### config.mk
export PLATFORM = sky130hd
export DESIGN_NAME = tuner_sequencer
export DESIGN_NICKNAME = d
export VERILOG_FILES = /design/src/rtl/tuner_sequencer.sv
export SDC_FILE = /design/constraint.sdc
export NUM_CORES = 1
export LEC_CHECK = 0
export CORE_MARGIN = 2
export CORE_UTILIZATION = 30
export CTS_BUF_LIST = sky130_fd_sc_hd__clkbuf_4
export DETAILED_ROUTE_END_ITERATION = 6
export MAX_ROUTING_LAYER = met4
export SLEW_MARGIN = 20
export SYNTH_ARGS = -nofsm -noshare
export SYNTH_HDL_FRONTEND = slang
export SYNTH_SLANG_ARGS = --single-unit
export TNS_END_PERCENT = 5
### constraint.sdc
create_clock -name clk -period 2.3 [get_ports clk]
set_input_delay 0.575 -clock clk [delete_from_list [all_inputs] [get_ports clk]]
set_output_delay 0.575 -clock clk [all_outputs]
set_load 0.1 [all_outputs]
### src/rtl/tuner_sequencer.sv
// Frame sequencer for the tuner pipeline: capture -> FFT -> peak search over one shared sample RAM,
// with a per-phase watchdog, single-shot/continuous operation and one published peak bin per frame.
module tuner_sequencer #(
    parameter int ADDR_W         = 11,
    parameter int DATA_W         = 10,
    parameter int BIN_W          = 10,
    parameter int TIMEOUT_CYCLES = 2_000_000,
    parameter int HOLDOFF_CYCLES = 1024
) (
    input  logic              clk,
    input  logic              rst,
    input  logic              start,
    input  logic              continuous,
    input  logic              err_clear,
    output logic              cap_go,
    input  logic              cap_done,
    input  logic              cap_we,
    input  logic [ADDR_W-1:0] cap_addr,
    input  logic [DATA_W-1:0] cap_wdata,
    output logic              fft_go,
    input  logic              fft_done,
    input  logic              fft_we,
    input  logic [ADDR_W-1:0] fft_addr,
    input  logic [DATA_W-1:0] fft_wdata,
    output logic              pk_go,
    input  logic              pk_done,
    input  logic [ADDR_W-1:0] pk_addr,
    input  logic [BIN_W-1:0]  pk_bin,
    output logic              mem_we,
    output logic [ADDR_W-1:0] mem_addr,
    output logic [DATA_W-1:0] mem_wdata,
    output logic [BIN_W-1:0]  result_bin,
    output logic              result_valid,
    output logic              busy,
    output logic              err,
    output logic [1:0]        err_phase
);

    localparam int WD_W = $clog2(TIMEOUT_CYCLES);
    localparam int HO_W = (HOLDOFF_CYCLES > 1) ? $clog2(HOLDOFF_CYCLES) : 1;
    localparam logic [WD_W-1:0] WD_LAST = WD_W'(TIMEOUT_CYCLES - 1);
    localparam logic [HO_W-1:0] HO_LAST = HO_W'(HOLDOFF_CYCLES - 1);

    typedef enum logic [2:0] {
        S_IDLE,
        S_CAPTURE,
        S_FFT,
        S_PEAK,
        S_PUBLISH,
        S_HOLDOFF,
        S_ERROR
    } state_t;

    state_t          state;
    logic [WD_W-1:0] wd_cnt;
    logic [HO_W-1:0] ho_cnt;
    logic            wd_expired;

    assign wd_expired = (wd_cnt == WD_LAST);
    assign busy       = (state != S_IDLE) && (state != S_ERROR);
    assign err        = (state == S_ERROR);

    // Done is tested before the watchdog so a done on the last allowed cycle still advances.
    always_ff @(posedge clk) begin
        if (rst) begin
            state        <= S_IDLE;
            wd_cnt       <= '0;
            ho_cnt       <= '0;
            cap_go       <= 1'b0;
            fft_go       <= 1'b0;
            pk_go        <= 1'b0;
            result_valid <= 1'b0;
            result_bin   <= '0;
            err_phase    <= 2'd0;
        end else begin
            cap_go       <= 1'b0;
            fft_go       <= 1'b0;
            pk_go        <= 1'b0;
            result_valid <= 1'b0;
            case (state)
                S_IDLE: begin
                    if (start || continuous) begin
                        state  <= S_CAPTURE;
                        cap_go <= 1'b1;
                        wd_cnt <= '0;
                    end
                end
                S_CAPTURE: begin
                    if (cap_done) begin
                        state  <= S_FFT;
                        fft_go <= 1'b1;
                        wd_cnt <= '0;
                    end else if (wd_expired) begin
                        state     <= S_ERROR;
                        err_phase <= 2'd1;
                    end else begin
                        wd_cnt <= wd_cnt + WD_W'(1);
                    end
                end
                S_FFT: begin
                    if (fft_done) begin
                        state  <= S_PEAK;
                        pk_go  <= 1'b1;
                        wd_cnt <= '0;
                    end else if (wd_expired) begin
                        state     <= S_ERROR;
                        err_phase <= 2'd2;
                    end else begin
                        wd_cnt <= wd_cnt + WD_W'(1);
                    end
                end
                S_PEAK: begin
                    if (pk_done) begin
                        state        <= S_PUBLISH;
                        result_bin   <= pk_bin;
                        result_valid <= 1'b1;
                    end else if (wd_expired) begin
                        state     <= S_ERROR;
                        err_phase <= 2'd3;
                    end else begin
                        wd_cnt <= wd_cnt + WD_W'(1);
                    end
                end
                S_PUBLISH: begin
                    if (continuous) begin
                        state  <= S_HOLDOFF;
                        ho_cnt <= '0;
                    end else begin
                        state <= S_IDLE;
                    end
                end
                S_HOLDOFF: begin
                    if (!continuous) begin
                        state <= S_IDLE;
                    end else if (ho_cnt == HO_LAST) begin
                        state  <= S_CAPTURE;
                        cap_go <= 1'b1;
                        wd_cnt <= '0;
                    end else begin
                        ho_cnt <= ho_cnt + HO_W'(1);
                    end
                end
                S_ERROR: begin
                    if (err_clear) begin
                        state     <= S_IDLE;
                        err_phase <= 2'd0;
                    end
                end
                default: state <= S_IDLE;
            endcase
        end
    end

    // RAM port mux; gated by rst so a write is cut in the very cycle reset is asserted.
    always_comb begin
        mem_we    = 1'b0;
        mem_addr  = '0;
        mem_wdata = '0;
        if (!rst) begin
            case (state)
                S_CAPTURE: begin
                    mem_we    = cap_we;
                    mem_addr  = cap_addr;
                    mem_wdata = cap_wdata;
                end
                S_FFT: begin
                    mem_we    = fft_we;
                    mem_addr  = fft_addr;
                    mem_wdata = fft_wdata;
                end
                S_PEAK: begin
                    mem_addr = pk_addr;
                end
                default: begin
                end
            endcase
        end
    end

endmodule

# After elaboration in Yosys (flattened, before gate mapping)
# Cells that the tools add are included.
# W data, S select, Z words.
# totals
memories,0
input_bits,73
elab_cells,94
latchBits,0
romBits,0
output_inout_bits,40
ff_bits,50
mem_bits_rw,0
# op_classes
n_div,0
shift,0
n_eq_ne,22
n_lt_le_gt_ge,0
n_reduce_logical,15
n_mux,43
addsub,2
multipliers,0
n_bitwise,3
# ops
cell,count
$mux W21,7
$pmux W21 S5,1
$mux W10,4
$pmux W10 S2,2
$pmux W11 S3,1
$mux W3,9
$ne A2 B2 Y1 const B,12
$add A21 B1 Y21 const B,1
$eq A21 B21 Y1 const B,1
$pmux W3 S7,1
$mux W2,7
$mux W11,1
$add A10 B1 Y10 const B,1
$eq A10 B10 Y1 const B,1
$eq A3 B3 Y1 const B,3
$pmux W2 S4,1
$reduce_and A8 Y1,1
$mux W1,7
$eq A3 B2 Y1 const B,2
$ne A3 B3 Y1 const B,2
$reduce_or A2 Y1,3
$reduce_and A5 Y1,1
$reduce_bool A5 Y1,1
$pmux W1 S2,2
11 further kinds,13

# Logic depth before layout (Yosys ltp)
# depth
word_depth,4
ltp_mapped,8
depth_no_buf,7

# Least setup slack after synthesis
# OpenSTA, ideal clock, no wires.
# synth_path
path_type,register -> output
startpoint,register state[1]
endpoint,output port mem_wdata[0]
path_slack_ps,-877
path_buffers,3
t_arrival_ps,2602
stages_incl_launch_ff,7
required_time_ps,1725
cell_sequence,dfxtp_1 clkbuf_1 nor2b_1 clkbuf_1 clkbuf_1 a22oi_1 nor2_1
# synth_between
elab_chain_cells,3
elab_cells_between_ends,4
classes_between,2 x eq/ne; 2 x mux
# synth_rtl
item,line,rtl
from (decl),54,state_t state;
from (signal assigned),66,state <= S_IDLE;
from (signal assigned),83,state <= S_CAPTURE;
from (signal assigned),90,state <= S_FFT;
$eq A3 B2 Y1 / $eq A3 B1 Y1 (equally long branches),160,case (state)
$pmux W10 S2 (*),160,
$mux W10 (*),159,if (!rst) begin
to (decl),31,"output logic [DATA_W-1:0] mem_wdata,"
# Mark *: on every way between the ends. The rest lies on a longest branch, timed or not.

# Final worst setup path
# layout_path
startpoint,register state[1]
endpoint,output port mem_wdata[8]
# The elaborated chain is that of the path after synthesis.

==> impl_metrics.yaml <==
critical_path:
  critPathLaunch: "state[1]"
  cp_max_fo: 7
  reg2reg_from: "wd_cnt[8]"
  rrSetupSlack_ns: 0.17
  required_ns: 1.73
  worstSetupEndpoint: "mem_wdata[8]"
  start_kind: "register"
  rr_worst_depth: 6
  worstPathArrival_ns: 1.73
  crit_type: "register to output pin"
  cp-end-kind: "output pin"
  rr_endpoint: "wd_cnt[19]"
logic_synthesis:
  synth.cell_area_sq_um: 2860
  avgSynthCellArea_sq_um: 7.83
  netlist_top_cells_area: "dfxtp_1 (35%), nor2_1 (6.2%), a22oi_1 (6.0%)"
  synthFlopType: "dfxtp_1"
  synth_top_area_share_pct: 34.9
  ys_async_sr_fraction_pct: 0
  ys_warn_count: 0
  synth-seq-cells: 50
  synth_cells: 366
  synth_edf_count: 0
  yosysSeqAreaShare_pct: 34.9
  syn_nets: 441
  yosys.area.top_type: "dfxtp_1"
  synth_cell_types: 52
die:
  fp.coreArea_sq_um: 9240
  start_util_pct: 31.0
  die_w_microns: 102
  die_area_sq_um: 10300
  rows: 35
  fp.dieH_microns: 102
  io_pins: 113
place:
  dp_cells: 618
  dp_hpwl_microns: 6880
  io_buffers: 112
  gp_congestion: 0.861
timing:
  hold_viol: 0
  fmax_ghz: 0.434
  setup_violations: 1
  rsz0062_at_grt: "true"
  finalMaxSlewViolations: 0
  min_period_over_period_pct: 100
  fin_ws_ns: -0.00292
  skew_ns: 0.0215
  period_minus_slack_ns: 2.30
  slew_headroom_pct: 68.3
  worst_pin_slew_ns: 0.464
global_route:
  grt_antenna_before_repair: 0
  grt_pass1_wl_microns: 14300
  grt_overflow: 0
  grt.total_usage_pct: 17.6
  grt_max_degree: 31
  grt_pass1_vias: 3106
pwr:
  power_density_nw_per_um2: 530
  ir_worst_vdd_v: 0.000261
  leakagePower_nw: 1.73
  fin_total_pwr_mw: 2.64
worst_hold_path:
  min-delay-start: "result_bin[9]"
  holdCritPathClass: "register to register"
drt:
  ant_nets: 0
  first_pass_iters: 4
  vias: 3218
  drc_errors: 0
  drt_iter0_markers: 154
  post_drt_wl_per_cell_microns: 14.7
  detail_route.vias_per_cell: 5.08
  wl_microns: 9330
cts:
  clk_latency_ns: 0.37
  clockBufferDepth: 2
  cts_root_buf: "clkbuf_4"
  cts-htree-levels: 2
  clk_pin_slew_ns: 0.15
  cts_sinks: 50
  cts_tree: "built"
  cts_buffers: 5
status:
  status: "complete, but fails checks"
  failed_checks: "setup timing"
layout:
  insertedDiodeCount: 0
  mostFrequentLayoutCells: "clkdlybuf4s50_1 (71), buf_4 (49), dfxtp_1 (48)"
  area_growth_syn_to_layout_pct: 73.9
  nNetsFinal: 578
  layout-drive-gt1-share_pct: 32.9
  final_common_cell: "clkdlybuf4s50_1"
  fin_cells: 633
run:
  maxCapViolations: 0
[kinds of logic after synthesis]
logic type / synth area share [%]
AO/OA/AOI/OAI: 19.4
flip-flops: 34.9
buffers and inverters: 5.02
XOR/XNOR: 5.50
AND/OR/NAND/NOR: 29.5
multiplexers: 4.72
adder cells (fa/ha/maj): 0.874
[cell usage after synthesis, drive strengths merged, types with 6 or more instances]
cell,number
nor2,54
dfxtp,50
nand2,35
a21oi,29
a22oi,23
clkbuf,18
nand4,13
nor3,13
mux2,12
inv,11
nand3,10
xnor2,10
o21ai,8
or3,8
xor2,8
buf,6
[area by class of cell]
cell class / instances / area (sq um)
clock buffers: 5 / 37.5
inverters: 11 / 41.3
well taps: 129 / 161
flip-flops and latches: 50 / 1010
multi-input cells: 282 / 2010
fillers: 851 / 4260
clock inverters: 3 / 18.8
repair buffers: 153 / 1700
[routing by layer]
layer / part of all wire (%) / routed length (microns) / vias up / GRT usage, %
met5: 0 / 0 / - / -
met4: 1.0 / 97 / 0 / 4.16
met3: 6.5 / 609 / 12 / 4.14
met2: 52 / 4810 / 97 / 29.4
met1: 41 / 3820 / 1513 / 21.4
li1: - / - / 1596 / -
[what timing repair did]
action | in CTS | in global routing
setup endpoints to repair | 22 | 34
hold buffers | 0 | 0
pin swaps | 1 | 4
resized for setup | 16 | 27
cloned | 1 | 4
setup buffers | 0 | 2
[registers in the layout, indices dropped and copies added, names as in the netlist]
| name | cells |
|---|---|
| wd_cnt | 21 |
| ho_cnt | 10 |
| result_bin | 10 |
| state | 3 |
| err_phase | 2 |
| cap_go | 1 |
| fft_go | 1 |
| pk_go | 1 |
| result_valid | 1 |
[report_power, final]
group	internal, mW	switching [mW]	total [mW]
logic	0.550	0.773	1.32
registers	0.884	0.0197	0.904
clock network	0.120	0.293	0.413
[metrics by stage]
step / cell area [sq um] / setup WS [ns] / TNS, ns / utilization [%] / hold WS [ns]
floorplan: 3030 / -0.219 / -4.50 / - / 0.442
global placement: 4690 / -0.339 / -10.24 / 50.8 / 0.445
detailed placement: 4690 / -0.368 / -10.41 / 50.8 / 0.453
CTS: 4810 / -0.0345 / -0.299 / 52.0 / 0.475
global route: 4980 / -0.0666 / -0.989 / 53.9 / 0.497
finish: 4980 / -0.00292 / -0.00292 / 53.9 / 0.472
[worst max-delay path: stages, from the launching register on]
cell,delay [ns]
dfxtp_4,0.41
buf_12,0.13
nor2b_4,0.21
buf_4,0.18
a22oi_1,0.12
nor2_4,0.12
buf_12,0.18
[how the worst min path moves through the flow]
| stage | end | slack (ns) | cells after the start |
|---|---|---|---|
| final | result_bin[9] | 0.47 | 2 |
| after global routing | result_bin[5] | 0.50 | 2 |
| after CTS | result_bin[9] | 0.47 | 2 |
| after detailed placement | result_bin[9] | 0.45 | 2 |
| after global placement | result_bin[9] | 0.45 | 2 |
| after floorplan | wd_cnt[5] | 0.44 | 2 |
Power figures use the tool's default switching activity.
